File: config.mk
export PLATFORM = sky130hd
export DESIGN_NAME = rr_arb_bin
export DESIGN_NICKNAME = d
export VERILOG_FILES = /design/src/rtl/rr_arb_bin.sv
export SDC_FILE = /design/constraint.sdc
export NUM_CORES = 1
export LEC_CHECK = 0
export BUFFER_PORTS_ARGS = -buffer_cell sky130_fd_sc_hd__buf_2
export CAP_MARGIN = 15
export CORE_MARGIN = 3
export CORE_UTILIZATION = 45
export CTS_CLUSTER_DIAMETER = 100
export DETAILED_ROUTE_END_ITERATION = 10
export PLACE_DENSITY_LB_ADDON = 0.15
export SLEW_MARGIN = 0
export SYNTH_ARGS = -nofsm -noshare
export SYNTH_HDL_FRONTEND = slang
export SYNTH_SLANG_ARGS = --single-unit
File: constraint.sdc
create_clock -name clk -period 10.39 [get_ports clk]
set_input_delay 1.039 -clock clk [delete_from_list [all_inputs] [get_ports clk]]
set_output_delay 1.039 -clock clk [all_outputs]
set_load 0.05 [all_outputs]
File: src/rtl/rr_arb_bin.sv
// rr_arb_bin: round-robin arbiter that registers the winning requester as a
// binary index with a valid/ready handshake. The priority pointer moves to one
// past each accepted grant, so every requester that keeps its request asserted
// is served within NUM_REQ handshakes.
// Ports: clk, reset (async, active-high), req_i[NUM_REQ], gnt_ready_i,
//        gnt_valid_o, gnt_bin_o[BIN_W], gnt_count_o[8] (when
//        RR_ARB_GNT_COUNT_EN is defined: saturating count of handshakes).
module rr_arb_bin #(
  parameter int NUM_REQ = 16,
  parameter int BIN_W   = 4
) (
  input  logic               clk,
  input  logic               reset,
  input  logic [NUM_REQ-1:0] req_i,
  input  logic               gnt_ready_i,
  output logic               gnt_valid_o,
  output logic [BIN_W-1:0]   gnt_bin_o
`ifdef RR_ARB_GNT_COUNT_EN
  ,
  output logic [7:0]         gnt_count_o
`endif
);

  typedef enum logic {
    IDLE  = 1'b0,
    GRANT = 1'b1
  } state_e;

  localparam logic [BIN_W:0]   NUM_REQ_W = (BIN_W+1)'(NUM_REQ);
  localparam logic [BIN_W-1:0] LAST_IDX  = BIN_W'(NUM_REQ - 1);

  state_e           state_q, state_d;
  logic [BIN_W-1:0] ptr_q, ptr_d;
  logic [BIN_W-1:0] bin_q, bin_d;

  logic             hs;
  logic [BIN_W-1:0] inc_ptr;
  logic [BIN_W-1:0] arb_ptr;
  logic [BIN_W-1:0] win_idx;
  logic             win_found;
  logic [BIN_W:0]   cand;

  assign hs = (state_q == GRANT) & gnt_ready_i;

  // Wrap at NUM_REQ, not at 2**BIN_W.
  always_comb begin
    inc_ptr = bin_q + 1'b1;
    if (bin_q == LAST_IDX) begin
      inc_ptr = '0;
    end
  end

  // On a handshake the next winner is picked with the already-advanced pointer
  // so back-to-back grants rotate without a bubble.
  assign arb_ptr = hs ? inc_ptr : ptr_q;

  // Circular scan from arb_ptr; cand is kept one bit wider so the sum
  // can be reduced mod NUM_REQ before indexing.
  always_comb begin
    win_found = 1'b0;
    win_idx   = '0;
    cand      = '0;
    for (int i = 0; i < NUM_REQ; i++) begin
      cand = {1'b0, arb_ptr} + (BIN_W+1)'(i);
      if (cand >= NUM_REQ_W) begin
        cand = cand - NUM_REQ_W;
      end
      if (!win_found && req_i[cand[BIN_W-1:0]]) begin
        win_found = 1'b1;
        win_idx   = cand[BIN_W-1:0];
      end
    end
  end

  always_comb begin
    state_d = state_q;
    ptr_d   = ptr_q;
    bin_d   = bin_q;
    unique case (state_q)
      IDLE: begin
        if (win_found) begin
          state_d = GRANT;
          bin_d   = win_idx;
        end
      end
      GRANT: begin
        if (hs) begin
          ptr_d = inc_ptr;
          if (win_found) begin
            bin_d = win_idx;
          end else begin
            state_d = IDLE;
          end
        end
      end
      default: state_d = IDLE;
    endcase
  end

  always_ff @(posedge clk or posedge reset) begin
    if (reset) begin
      state_q <= IDLE;
      ptr_q   <= '0;
      bin_q   <= '0;
    end else begin
      state_q <= state_d;
      ptr_q   <= ptr_d;
      bin_q   <= bin_d;
    end
  end

  assign gnt_valid_o = (state_q == GRANT);
  assign gnt_bin_o   = bin_q;

`ifdef RR_ARB_GNT_COUNT_EN
  logic [7:0] cnt_q, cnt_d;

  // Saturates at 255 instead of wrapping.
  always_comb begin
    cnt_d = cnt_q;
    if (hs && (cnt_q != 8'hFF)) begin
      cnt_d = cnt_q + 8'd1;
    end
  end

  always_ff @(posedge clk or posedge reset) begin
    if (reset) begin
      cnt_q <= '0;
    end else begin
      cnt_q <= cnt_d;
    end
  end

  assign gnt_count_o = cnt_q;
`endif

endmodule

==> metrics.cfg <==
[run_status]
status=finished clean

[drt]
drc_errors=0
dr.pass1.iters=5
wl_mm=8.68
vias=2894
wl_per_cell_um=20.9
ant_nets=0
drtIter0Drc=326
viasPerCell=6.97

[global_routing]
globalRouteTotalUtil=0.260
grt_max_degree=25
grt_pass1_vias=2635
grt_pass1_wl_mm=13.6
grt-ovfl-total=0
grt_antenna_before_repair=0

[sta]
rsz0062_at_grt=no
hold_viol=0
slew_headroom=0.525
period_minus_slack_ps=5850
report.final.slew_viol_count=0
clock.fmax_ghz=0.171
setup_tns_ps=0
tightest_slew_ps=711
fin_skew_ps=2.96
setup_violations=0
finalCritPeriodShare=0.563

[synthesis]
synth_nets=354
synth_top_area_share=0.0943
ys_types=64
synth_enable_flop_cells=0
synth_area_leaders=mux4_2 (9.4%), dfrtp_1 (8.6%), mux2i_1 (7.6%)
synth_seq_cells=9
synth_area_mm2=0.00263
yosysWarnings=0
synth_most_common_cell=nor2_1
netlist_top_cells_count=nor2_1 (31), a211oi_1 (21), mux2i_1 (20), nand2_1 (20), a21oi_1 (19)
yosysTopAreaCell=mux4_2
synth.avg_cell_area_um2=7.89
ys_seq_area_frac=0.0857
synth_ff_type=dfrtp_1
synthArstFlopShare=1.00
syn_inst=333

[setup_path]
cp_slowest_cell=nor4b_2
path_max_fanout=24
r2r_cells=14
r2r_slack_ps=4690
arrival_ps=5960
r2r-end=gnt_bin_o[2]
worstPathRequired_ps=10490
crit_type=in -> reg
critical_path.most_common_cell=nand3_1
worstReg2RegStart=gnt_bin_o[0]
crit_path_end_kind=flop
crit_chain=buf_2 -> nand3_1 -> and2_1 -> inv_2 -> ha_1 -> inv_1 -> mux4_2 -> mux2i_1 -> a2111oi_4 -> nand3_2 -> nor4b_2 -> nand3_1 -> o211ai_1 -> a32oi_1
startpoint_type=input port
cpPeakStageDelay_ps=680

[worst_hold_path]
min_from=gnt_bin_o[1]
hold_class=reg -> reg
holdPathStages=2
hold-path-endpoint=gnt_bin_o[1]

[cells_and_area]
fillers=532
diodes=0
drive_above_1_share=0.204
seqCellArea_um2=225
syn_to_final_growth_pct=5.95
multiInputGateArea_mm2=0.00226
nets=365

[floorplanning]
start_util=0.471
die_w_um=82.4
num_rows=27
die_h_um=82.4
io_pins=24
core_area_mm2=0.00557
die_area_mm2=0.00679

[cts]
path_clk_slew_ps=40
numCtsBuffers=3
cts_resized=0
cts_htree_levels=1
clockBufferDepth=2
post_cts_buffers=0
cts_tree=built
root_buffer=clkbuf_8
cts.sinks=9
ctsHoldBuffers=0
clkLatencyLatePin_ps=240

[placement]
io_buffers=23
dp_hpwl_mm=6.66
gp_congestion=0.959

[run]
cap_violations=0

layout make-up:
| cell class | count | share of cell area |
|---|---|---|
| clock buffers | 4 | 0.0162 |
| inverters | 10 | 0.0144 |
| multi-input cells | 296 | 0.812 |
| flip-flops and latches | 9 | 0.0809 |
| well taps | 72 | 0.0324 |
| repair buffers | 24 | 0.0440 |
layout by cell type, fill, tap and decap left out, types with 9 or more instances in the layout:
master	count
xnor2_1	12
a21oi_1	19
mux4_2	11
and3_1	14
nor2_1	31
nand2_1	20
dfrtp_1	9
o21ai_0	14
a211oi_1	21
mux2i_1	20
buf_2	23
nor3_1	13
through the flow:
step                      area (um^2)  utilization  setup WS, ps  hold slack, ps  instances
after global placement           2740        0.491          4450             582        411
after CTS                        2780        0.499          4730             606        415
after floorplan                  2630            -          5590             821        333
after detailed placement         2740        0.491          4460             597        411
after global routing             2780        0.499          4260             640        415
final                            2780        0.499          4540             608        415
cell families after synthesis:
family / share of synthesized area
AO/OA/AOI/OAI: 0.337
XOR/XNOR: 0.0400
adder cells (fa/ha/maj): 0.00952
buffers and inverters: 0.0538
flip-flops: 0.0857
multiplexers: 0.205
AND/OR/NAND/NOR: 0.270
critical path: cells and delay by family:
kind / cells / cell delay (ps)
simple gates: 5 / 1990
buf+inv: 3 / 870
compound gates: 3 / 710
mux: 2 / 680
fa+ha+maj: 1 / 650
metal layers:
| metal | global-route usage | wire, um | up-vias |
|---|---|---|---|
| li1 | - | - | 1346 |
| met1 | 0.354 | 3780 | 1352 |
| met2 | 0.425 | 3990 | 173 |
| met3 | 0.0325 | 703 | 23 |
| met4 | 0.0831 | 212 | 0 |
| met5 | 0 | 0 | - |
flip-flops by register name (all words and copies together) (netlist names):
| name | flops |
|---|---|
| gnt_bin_o | 4 |
| gnt_valid_o | 1 |
| ptr_q | 4 |
how the worst max path moves through the flow:
stage / cells past startpoint / slack (ps) / end / start
floorplan: 17 / 5590 / gnt_bin_o[1] / gnt_ready_i
global placement: 14 / 4450 / gnt_bin_o[2] / gnt_ready_i
detailed placement: 14 / 4460 / gnt_bin_o[2] / gnt_ready_i
CTS: 14 / 4730 / gnt_bin_o[2] / gnt_ready_i
global route: 14 / 4260 / gnt_bin_o[2] / gnt_ready_i
finish: 14 / 4540 / gnt_bin_o[2] / gnt_ready_i
Power is not shown: default switching activity piles up to over one toggle a cycle in this logic, so the estimate is an artifact.
